==> src/rtl/wb_stage_if.sv <==
`default_nettype none
// ============================================================================
// Module      : wb_stage_if
// Description : Memory-stage handshake, data-bus read response and GPR
//               write-port bundle for the write-back stage.
// Revision    : 1.0 - initial release
// ============================================================================
interface wb_stage_if;
   // memory stage -> write-back
   logic        ms_valid;
   logic        ws_allowin;
   logic        ms_wen;
   logic [4:0]  ms_wreg;
   logic [31:0] ms_res;
   logic [2:0]  ms_load;
   logic [1:0]  ms_addr_lo;
   logic [31:0] ms_rt_val;
   // data-bus read response
   logic        data_ok;
   logic [31:0] rdata;
   // GPR write port and hazard information
   logic        wen;
   logic [4:0]  wreg;
   logic [31:0] wdata;
   logic        ws_busy;
   logic [4:0]  ws_wreg;

   // Upstream side: memory stage, data bus and the consumers of the results
   modport master (
      output ms_valid, ms_wen, ms_wreg, ms_res, ms_load, ms_addr_lo, ms_rt_val,
      output data_ok, rdata,
      input  ws_allowin, wen, wreg, wdata, ws_busy, ws_wreg
   );

   // Write-back stage side
   modport slave (
      input  ms_valid, ms_wen, ms_wreg, ms_res, ms_load, ms_addr_lo, ms_rt_val,
      input  data_ok, rdata,
      output ws_allowin, wen, wreg, wdata, ws_busy, ws_wreg
   );
endinterface
`default_nettype wire

==> src/rtl/wb_stage.sv <==
`default_nettype none
// ============================================================================
// Module      : wb_stage
// Description : MIPS write-back stage. Holds one retiring instruction, waits
//               for its load response if needed, extends/merges load data and
//               drives the GPR write port for exactly one cycle.
// Revision    : 1.0 - initial release
// ============================================================================
module wb_stage (
   input  wire logic  clk,
   input  wire logic  resetn,
   wb_stage_if.slave  bus
);

   localparam logic [2:0] LD_NONE = 3'd0;
   localparam logic [2:0] LD_LB   = 3'd1;
   localparam logic [2:0] LD_LBU  = 3'd2;
   localparam logic [2:0] LD_LH   = 3'd3;
   localparam logic [2:0] LD_LHU  = 3'd4;
   localparam logic [2:0] LD_LW   = 3'd5;
   localparam logic [2:0] LD_LWL  = 3'd6;
   localparam logic [2:0] LD_LWR  = 3'd7;

   typedef enum logic [0:0] {
      S_IDLE = 1'b0,
      S_WAIT = 1'b1
   } state_t;

   state_t      state_q,    state_d;
   logic        ws_valid_q, ws_valid_d;
   logic        ws_wen_q,   ws_wen_d;
   logic [4:0]  ws_wreg_q,  ws_wreg_d;
   logic [31:0] ws_res_q,   ws_res_d;
   logic [2:0]  ws_load_q,  ws_load_d;
   logic [1:0]  ws_lo_q,    ws_lo_d;
   logic [31:0] ws_rt_q,    ws_rt_d;

   logic        ws_done;
   logic        ws_allowin;
   logic        accept;
   logic        wen_int;
   logic [7:0]  ld_byte;
   logic [15:0] ld_half;
   logic [31:0] result;

   // The held instruction retires now: either it never needed memory, or the
   // load response is arriving this cycle. Stray data_ok in IDLE is harmless
   // because an IDLE instruction is done regardless.
   assign ws_done    = ws_valid_q && ((state_q == S_IDLE) || bus.data_ok);
   assign ws_allowin = !ws_valid_q || ws_done;
   assign accept     = bus.ms_valid && ws_allowin;

   // State register and captured instruction fields
   always_ff @(posedge clk or negedge resetn) begin
      if (!resetn) begin
         state_q    <= S_IDLE;
         ws_valid_q <= 1'b0;
         ws_wen_q   <= 1'b0;
         ws_wreg_q  <= 5'd0;
         ws_res_q   <= 32'd0;
         ws_load_q  <= LD_NONE;
         ws_lo_q    <= 2'd0;
         ws_rt_q    <= 32'd0;
      end else begin
         state_q    <= state_d;
         ws_valid_q <= ws_valid_d;
         ws_wen_q   <= ws_wen_d;
         ws_wreg_q  <= ws_wreg_d;
         ws_res_q   <= ws_res_d;
         ws_load_q  <= ws_load_d;
         ws_lo_q    <= ws_lo_d;
         ws_rt_q    <= ws_rt_d;
      end
   end

   // Next-state: capture on accept (back-to-back in the done cycle), otherwise
   // drop the instruction once it is done
   always_comb begin
      state_d    = state_q;
      ws_valid_d = ws_valid_q;
      ws_wen_d   = ws_wen_q;
      ws_wreg_d  = ws_wreg_q;
      ws_res_d   = ws_res_q;
      ws_load_d  = ws_load_q;
      ws_lo_d    = ws_lo_q;
      ws_rt_d    = ws_rt_q;
      if (accept) begin
         ws_valid_d = 1'b1;
         ws_wen_d   = bus.ms_wen;
         ws_wreg_d  = bus.ms_wreg;
         ws_res_d   = bus.ms_res;
         ws_load_d  = bus.ms_load;
         ws_lo_d    = bus.ms_addr_lo;
         ws_rt_d    = bus.ms_rt_val;
         state_d    = (bus.ms_load != LD_NONE) ? S_WAIT : S_IDLE;
      end else if (ws_done) begin
         ws_valid_d = 1'b0;
         state_d    = S_IDLE;
      end
   end

   // Load data extraction and write-back result selection
   always_comb begin
      ld_byte = 8'd0;
      ld_half = ws_lo_q[1] ? bus.rdata[31:16] : bus.rdata[15:0];
      result  = ws_res_q;
      case (ws_lo_q)
         2'd0:    ld_byte = bus.rdata[7:0];
         2'd1:    ld_byte = bus.rdata[15:8];
         2'd2:    ld_byte = bus.rdata[23:16];
         default: ld_byte = bus.rdata[31:24];
      endcase
      case (ws_load_q)
         LD_LB:   result = {{24{ld_byte[7]}}, ld_byte};
         LD_LBU:  result = {24'd0, ld_byte};
         LD_LH:   result = {{16{ld_half[15]}}, ld_half};
         LD_LHU:  result = {16'd0, ld_half};
         LD_LW:   result = bus.rdata;
         LD_LWL: begin
            case (ws_lo_q)
               2'd0:    result = {bus.rdata[7:0],  ws_rt_q[23:0]};
               2'd1:    result = {bus.rdata[15:0], ws_rt_q[15:0]};
               2'd2:    result = {bus.rdata[23:0], ws_rt_q[7:0]};
               default: result = bus.rdata;
            endcase
         end
         LD_LWR: begin
            case (ws_lo_q)
               2'd0:    result = bus.rdata;
               2'd1:    result = {ws_rt_q[31:24], bus.rdata[31:8]};
               2'd2:    result = {ws_rt_q[31:16], bus.rdata[31:16]};
               default: result = {ws_rt_q[31:8],  bus.rdata[31:24]};
            endcase
         end
         default: result = ws_res_q;
      endcase
   end

   // r0 writes are suppressed here so the register file never sees them
   assign wen_int        = ws_done && ws_wen_q && (ws_wreg_q != 5'd0);
   assign bus.wen        = wen_int;
   assign bus.wreg       = wen_int ? ws_wreg_q : 5'd0;
   assign bus.wdata      = wen_int ? result : 32'd0;
   assign bus.ws_allowin = ws_allowin;
   assign bus.ws_busy    = ws_valid_q && ws_wen_q && !ws_done;
   assign bus.ws_wreg    = ws_valid_q ? ws_wreg_q : 5'd0;

endmodule
`default_nettype wire

==> src/flat_wrapper.sv <==
// flat-port wrapper written by rule: the top's interface ports become plain ports
module wb_stage_flat 
  (clk, resetn, bus_ms_valid, bus_ms_wen, bus_ms_wreg, bus_ms_res, bus_ms_load, bus_ms_addr_lo, bus_ms_rt_val, bus_data_ok, bus_rdata, bus_ws_allowin, bus_wen, bus_wreg, bus_wdata, bus_ws_busy, bus_ws_wreg);
  wb_stage_if bus_i ();
  input  wire logic clk;
  input  wire logic resetn;
  input wire logic [$bits(bus_i.ms_valid)-1:0] bus_ms_valid;
  input wire logic [$bits(bus_i.ms_wen)-1:0] bus_ms_wen;
  input wire logic [$bits(bus_i.ms_wreg)-1:0] bus_ms_wreg;
  input wire logic [$bits(bus_i.ms_res)-1:0] bus_ms_res;
  input wire logic [$bits(bus_i.ms_load)-1:0] bus_ms_load;
  input wire logic [$bits(bus_i.ms_addr_lo)-1:0] bus_ms_addr_lo;
  input wire logic [$bits(bus_i.ms_rt_val)-1:0] bus_ms_rt_val;
  input wire logic [$bits(bus_i.data_ok)-1:0] bus_data_ok;
  input wire logic [$bits(bus_i.rdata)-1:0] bus_rdata;
  output wire logic [$bits(bus_i.ws_allowin)-1:0] bus_ws_allowin;
  output wire logic [$bits(bus_i.wen)-1:0] bus_wen;
  output wire logic [$bits(bus_i.wreg)-1:0] bus_wreg;
  output wire logic [$bits(bus_i.wdata)-1:0] bus_wdata;
  output wire logic [$bits(bus_i.ws_busy)-1:0] bus_ws_busy;
  output wire logic [$bits(bus_i.ws_wreg)-1:0] bus_ws_wreg;
  assign bus_i.ms_valid = bus_ms_valid;
  assign bus_i.ms_wen = bus_ms_wen;
  assign bus_i.ms_wreg = bus_ms_wreg;
  assign bus_i.ms_res = bus_ms_res;
  assign bus_i.ms_load = bus_ms_load;
  assign bus_i.ms_addr_lo = bus_ms_addr_lo;
  assign bus_i.ms_rt_val = bus_ms_rt_val;
  assign bus_i.data_ok = bus_data_ok;
  assign bus_i.rdata = bus_rdata;
  assign bus_ws_allowin = bus_i.ws_allowin;
  assign bus_wen = bus_i.wen;
  assign bus_wreg = bus_i.wreg;
  assign bus_wdata = bus_i.wdata;
  assign bus_ws_busy = bus_i.ws_busy;
  assign bus_ws_wreg = bus_i.ws_wreg;
  wb_stage u_core (.clk(clk), .resetn(resetn), .bus(bus_i));
endmodule
==> config.mk <==
export PLATFORM = sky130hd
export DESIGN_NAME = wb_stage_flat
export DESIGN_NICKNAME = d
export VERILOG_FILES = /design/src/rtl/wb_stage_if.sv /design/src/rtl/wb_stage.sv /design/src/flat_wrapper.sv
export SDC_FILE = /design/constraint.sdc
export NUM_CORES = 1
export LEC_CHECK = 0
export ABC_AREA = 1
export BUFFER_PORTS_ARGS = -buffer_cell sky130_fd_sc_hd__buf_2
export CAP_MARGIN = 5
export CORE_UTILIZATION = 47
export CTS_CLUSTER_SIZE = 30
export DETAILED_ROUTE_END_ITERATION = 10
export PLACE_DENSITY = 0.73
export SLEW_MARGIN = 30
export SYNTH_ARGS = -nofsm -noshare
export SYNTH_HDL_FRONTEND = slang
export SYNTH_SLANG_ARGS = --single-unit
==> constraint.sdc <==
create_clock -name clk -period 2.6 [get_ports clk]
set_input_delay 0.13 -clock clk [delete_from_list [all_inputs] [get_ports clk]]
set_output_delay 0.13 -clock clk [all_outputs]
set_load 0.03 [all_outputs]
==> flow_summary_export.csv <==
group,metric,value,unit
pwr,ir_drop,0.4620,mV
synth,synth-seq-cells,77,
floorplan,rows,40,
clock_network,cts_buffer_depth,2,
synth,yosys.area.top_type_share,0.3349,
setup_path,cp_data_arrival_time,2.26,ns
setup_path,worst_setup_path_start_kind,"flip-flop",
synth,synth_area_leaders,"dfrtp_1, nand2_1, nand3_1, o21ai_0, nor2_1",
place,dp_hpwl,14240,um
sta,tns,0,ns
synth,synth_nets,1085,
clock_network,clock-sinks,77,
synth,yosysTopAreaCell,"dfrtp_1",
cells_and_area,fillerInstances,1163,
route,drtPass1Iterations,6,
synth,syn-cell-area,5753,um^2
route,ant_nets,0,
floorplan,dieArea,12690,um^2
route,wl_met1,8409,um
floorplan,pin_count,156,
synth,yosysUniqueCellTypes,26,
route,top_layer_used,"met4",
place,port_buffers,155,
setup_path,crit_path_start,"u_core.ws_load_q[0]",
clock_network,insertion_delay,0.35,ns
route,first_iter_violations,860,
floorplan,initial_core_util,0.4810,
cells_and_area,final_cell_mix,"nand2_1, buf_2, nor2_1",
grt,grt_max_degree,66,
setup_path,crit_required,2.47,ns
sta,fin_ws,0.2073,ns
synth,synthArstFlopShare,1.000,
route,drc_errors,0,
grt,grt_overflow_total,0,
setup_path,path_max_fanout,10,
synth,synth_edf_count,0,
sta,finalMaxSlewViolations,0,
grt,grt_first_pass_wirelength,32950,um
route,viasPerCell,5.249,
grt,antenna_found_initial,0,
run,cap_viol_max_count,0,
place,gp_congestion,0.9980,
clock_network,cts_tree,"yes",
cells_and_area,fin_util,0.6457,
cells_and_area,insertedDiodeCount,0,
clock_network,clk_pin_slew,0.06,ns
pwr,power,0.004624,W
clock_network,htree_levels,3,
setup_path,worst_setup_path_end_kind,"output pin",
route,post_drt_wl_per_cell,15.33,um
cells_and_area,syn_to_final_growth,34.25,%
sta,post-route-period-util,0.9203,
cells_and_area,finalNetCount,1288,
cells_and_area,drive_gt1_frac,0.1873,
pwr,p_leak,4.290,nW
setup_path,criticalPathCategory,"flip-flop to output pin",
route,vias,6965,
status,status,"finished clean",
place,pre_cts_slack,0.5470,ns
sta,layout_min_cycle_time,2.393,ns
clock_network,cts_buffers,9,
floorplan,die_y,112.6,um
worst_hold_path,hp-class,"primary input to flip-flop",
sta,slew_headroom,0.5469,
sta,hold_violations,0,
pwr,power_density,598.7,nW/um^2
sta,fmax,0.4179,GHz
floorplan,die_x,112.6,um
synth,syn_inst,974,
worst_hold_path,hold_start,"bus_ms_addr_lo[1]",
floorplan,core_area,11960,um^2
sta,skew,0.007531,ns
synth,yosysWarnings,0,
grt,track_usage,0.3365,
sta,setup_viol,0,
clock_network,cts-root-buf,"clkbuf_16",
grt,grt_pass1_vias,6585,
route,finalWirelength,20340,um
synth,seq_area_frac_synth,0.3349,
synth,synth_ff_type,"dfrtp_1",
sta,rsz0062_at_grt,"no",
route,dr_wl_met3,1739,um
synth,syn_area_per_cell,5.907,um^2
sta,worst_pin_slew,0.6796,ns
setup_path,reg2reg_from,"u_core.ws_valid_q",
setup_path,r2r_setup_slack,0.86,ns
cells_and_area,final_common_cell,"nand2_1",
route,dr_wl_met2,9579,um
[worst paths after layout]
kind	endpoint	depth (start not counted)
setup / recovery	bus_wdata[22]	9
hold / removal	u_core.ws_lo_q[1]	3
setup reg to reg	u_core.ws_rt_q[1]	6
hold reg to reg	u_core.ws_res_q[12]	2
max in group asynchronous	u_core.ws_rt_q[25]	3
min in group asynchronous	u_core.ws_res_q[12]	2
[cell families after synthesis]
kind of cell    share of synthesized area
flops                              0.3349
buf+inv                           0.09635
compound gates                    0.09722
simple gates                       0.4715
[report_power, final]
group | switching, W | leakage [nW] | internal, W
Clock | 0.000487 | 0.161 | 0.000952
Sequential | 0.000139 | 0.937 | 0.00136
Combinational | 0.00110 | 3.19 | 0.000589
[stage by stage]
| stage | instances | instance area [um^2] | hold slack, ns |
|---|---|---|---|
| finish | 1327 | 7724 | 0.001618 |
| global route | 1327 | 7724 | 0.01670 |
| CTS | 1325 | 7682 | 0.0005161 |
| detailed placement | 1241 | 6645 | 0.1026 |
| global placement | 1240 | 6618 | 0.3230 |
| floorplan | 974 | 5753 | -0.1656 |
[sequential cells by signal, indices dropped and copies added, names as in the netlist]
| register | flops |
|---|---|
| u_core.state_q | 1 |
| u_core.ws_lo_q | 2 |
| u_core.ws_load_q | 3 |
| u_core.ws_res_q | 32 |
| u_core.ws_rt_q | 32 |
| u_core.ws_valid_q | 1 |
| u_core.ws_wen_q | 1 |
| u_core.ws_wreg_q | 5 |
[cell usage after synthesis (4+ instances only)]
cell	instances
buf_4	8
or2_2	10
inv_1	62
dfrtp_1	77
nand2_1	423
o21ai_0	86
nor2_1	108
inv_2	5
a21oi_1	17
o21ai_1	4
clkbuf_1	17
nand4_1	8
buf_2	29
nand3_1	100
[cell type report]
cell class | instances | area (um^2) | area share
multi-input cells | 772 | 3274 | 0.4239
flip-flops and latches | 77 | 1929 | 0.2498
repair buffers | 249 | 1742 | 0.2255
inverters | 68 | 257.7 | 0.03337
clock buffers | 10 | 239.0 | 0.03094
well taps | 147 | 183.9 | 0.02381
clock inverters | 4 | 97.59 | 0.01264
[critical path, cell delays in order, from the launching register on]
cell,delay [ns]
dfrtp_1,0.52
buf_4,0.22
nand3_1,0.10
buf_4,0.19
o21ai_2,0.26
nand2_1,0.09
nand3_1,0.17
nor2_1,0.06
nor2_1,0.09
buf_2,0.20
[what timing repair did]
action	in CTS	in global routing
endpoints found under the setup margin	0	18
endpoints found under the hold margin	99	0
buffers inserted	0	2
resized for setup	0	1
hold buffers	70	0
[metal layers]
| metal | vias to the layer above | GRT usage |
|---|---|---|
| met4 | 0 | 0.1387 |
| li1 | 3450 | - |
| met1 | 3141 | 0.4418 |
| met3 | 47 | 0.07073 |
| met2 | 327 | 0.5399 |
| met5 | - | 0 |
No activity file was read; power rests on OpenSTA's default activity.
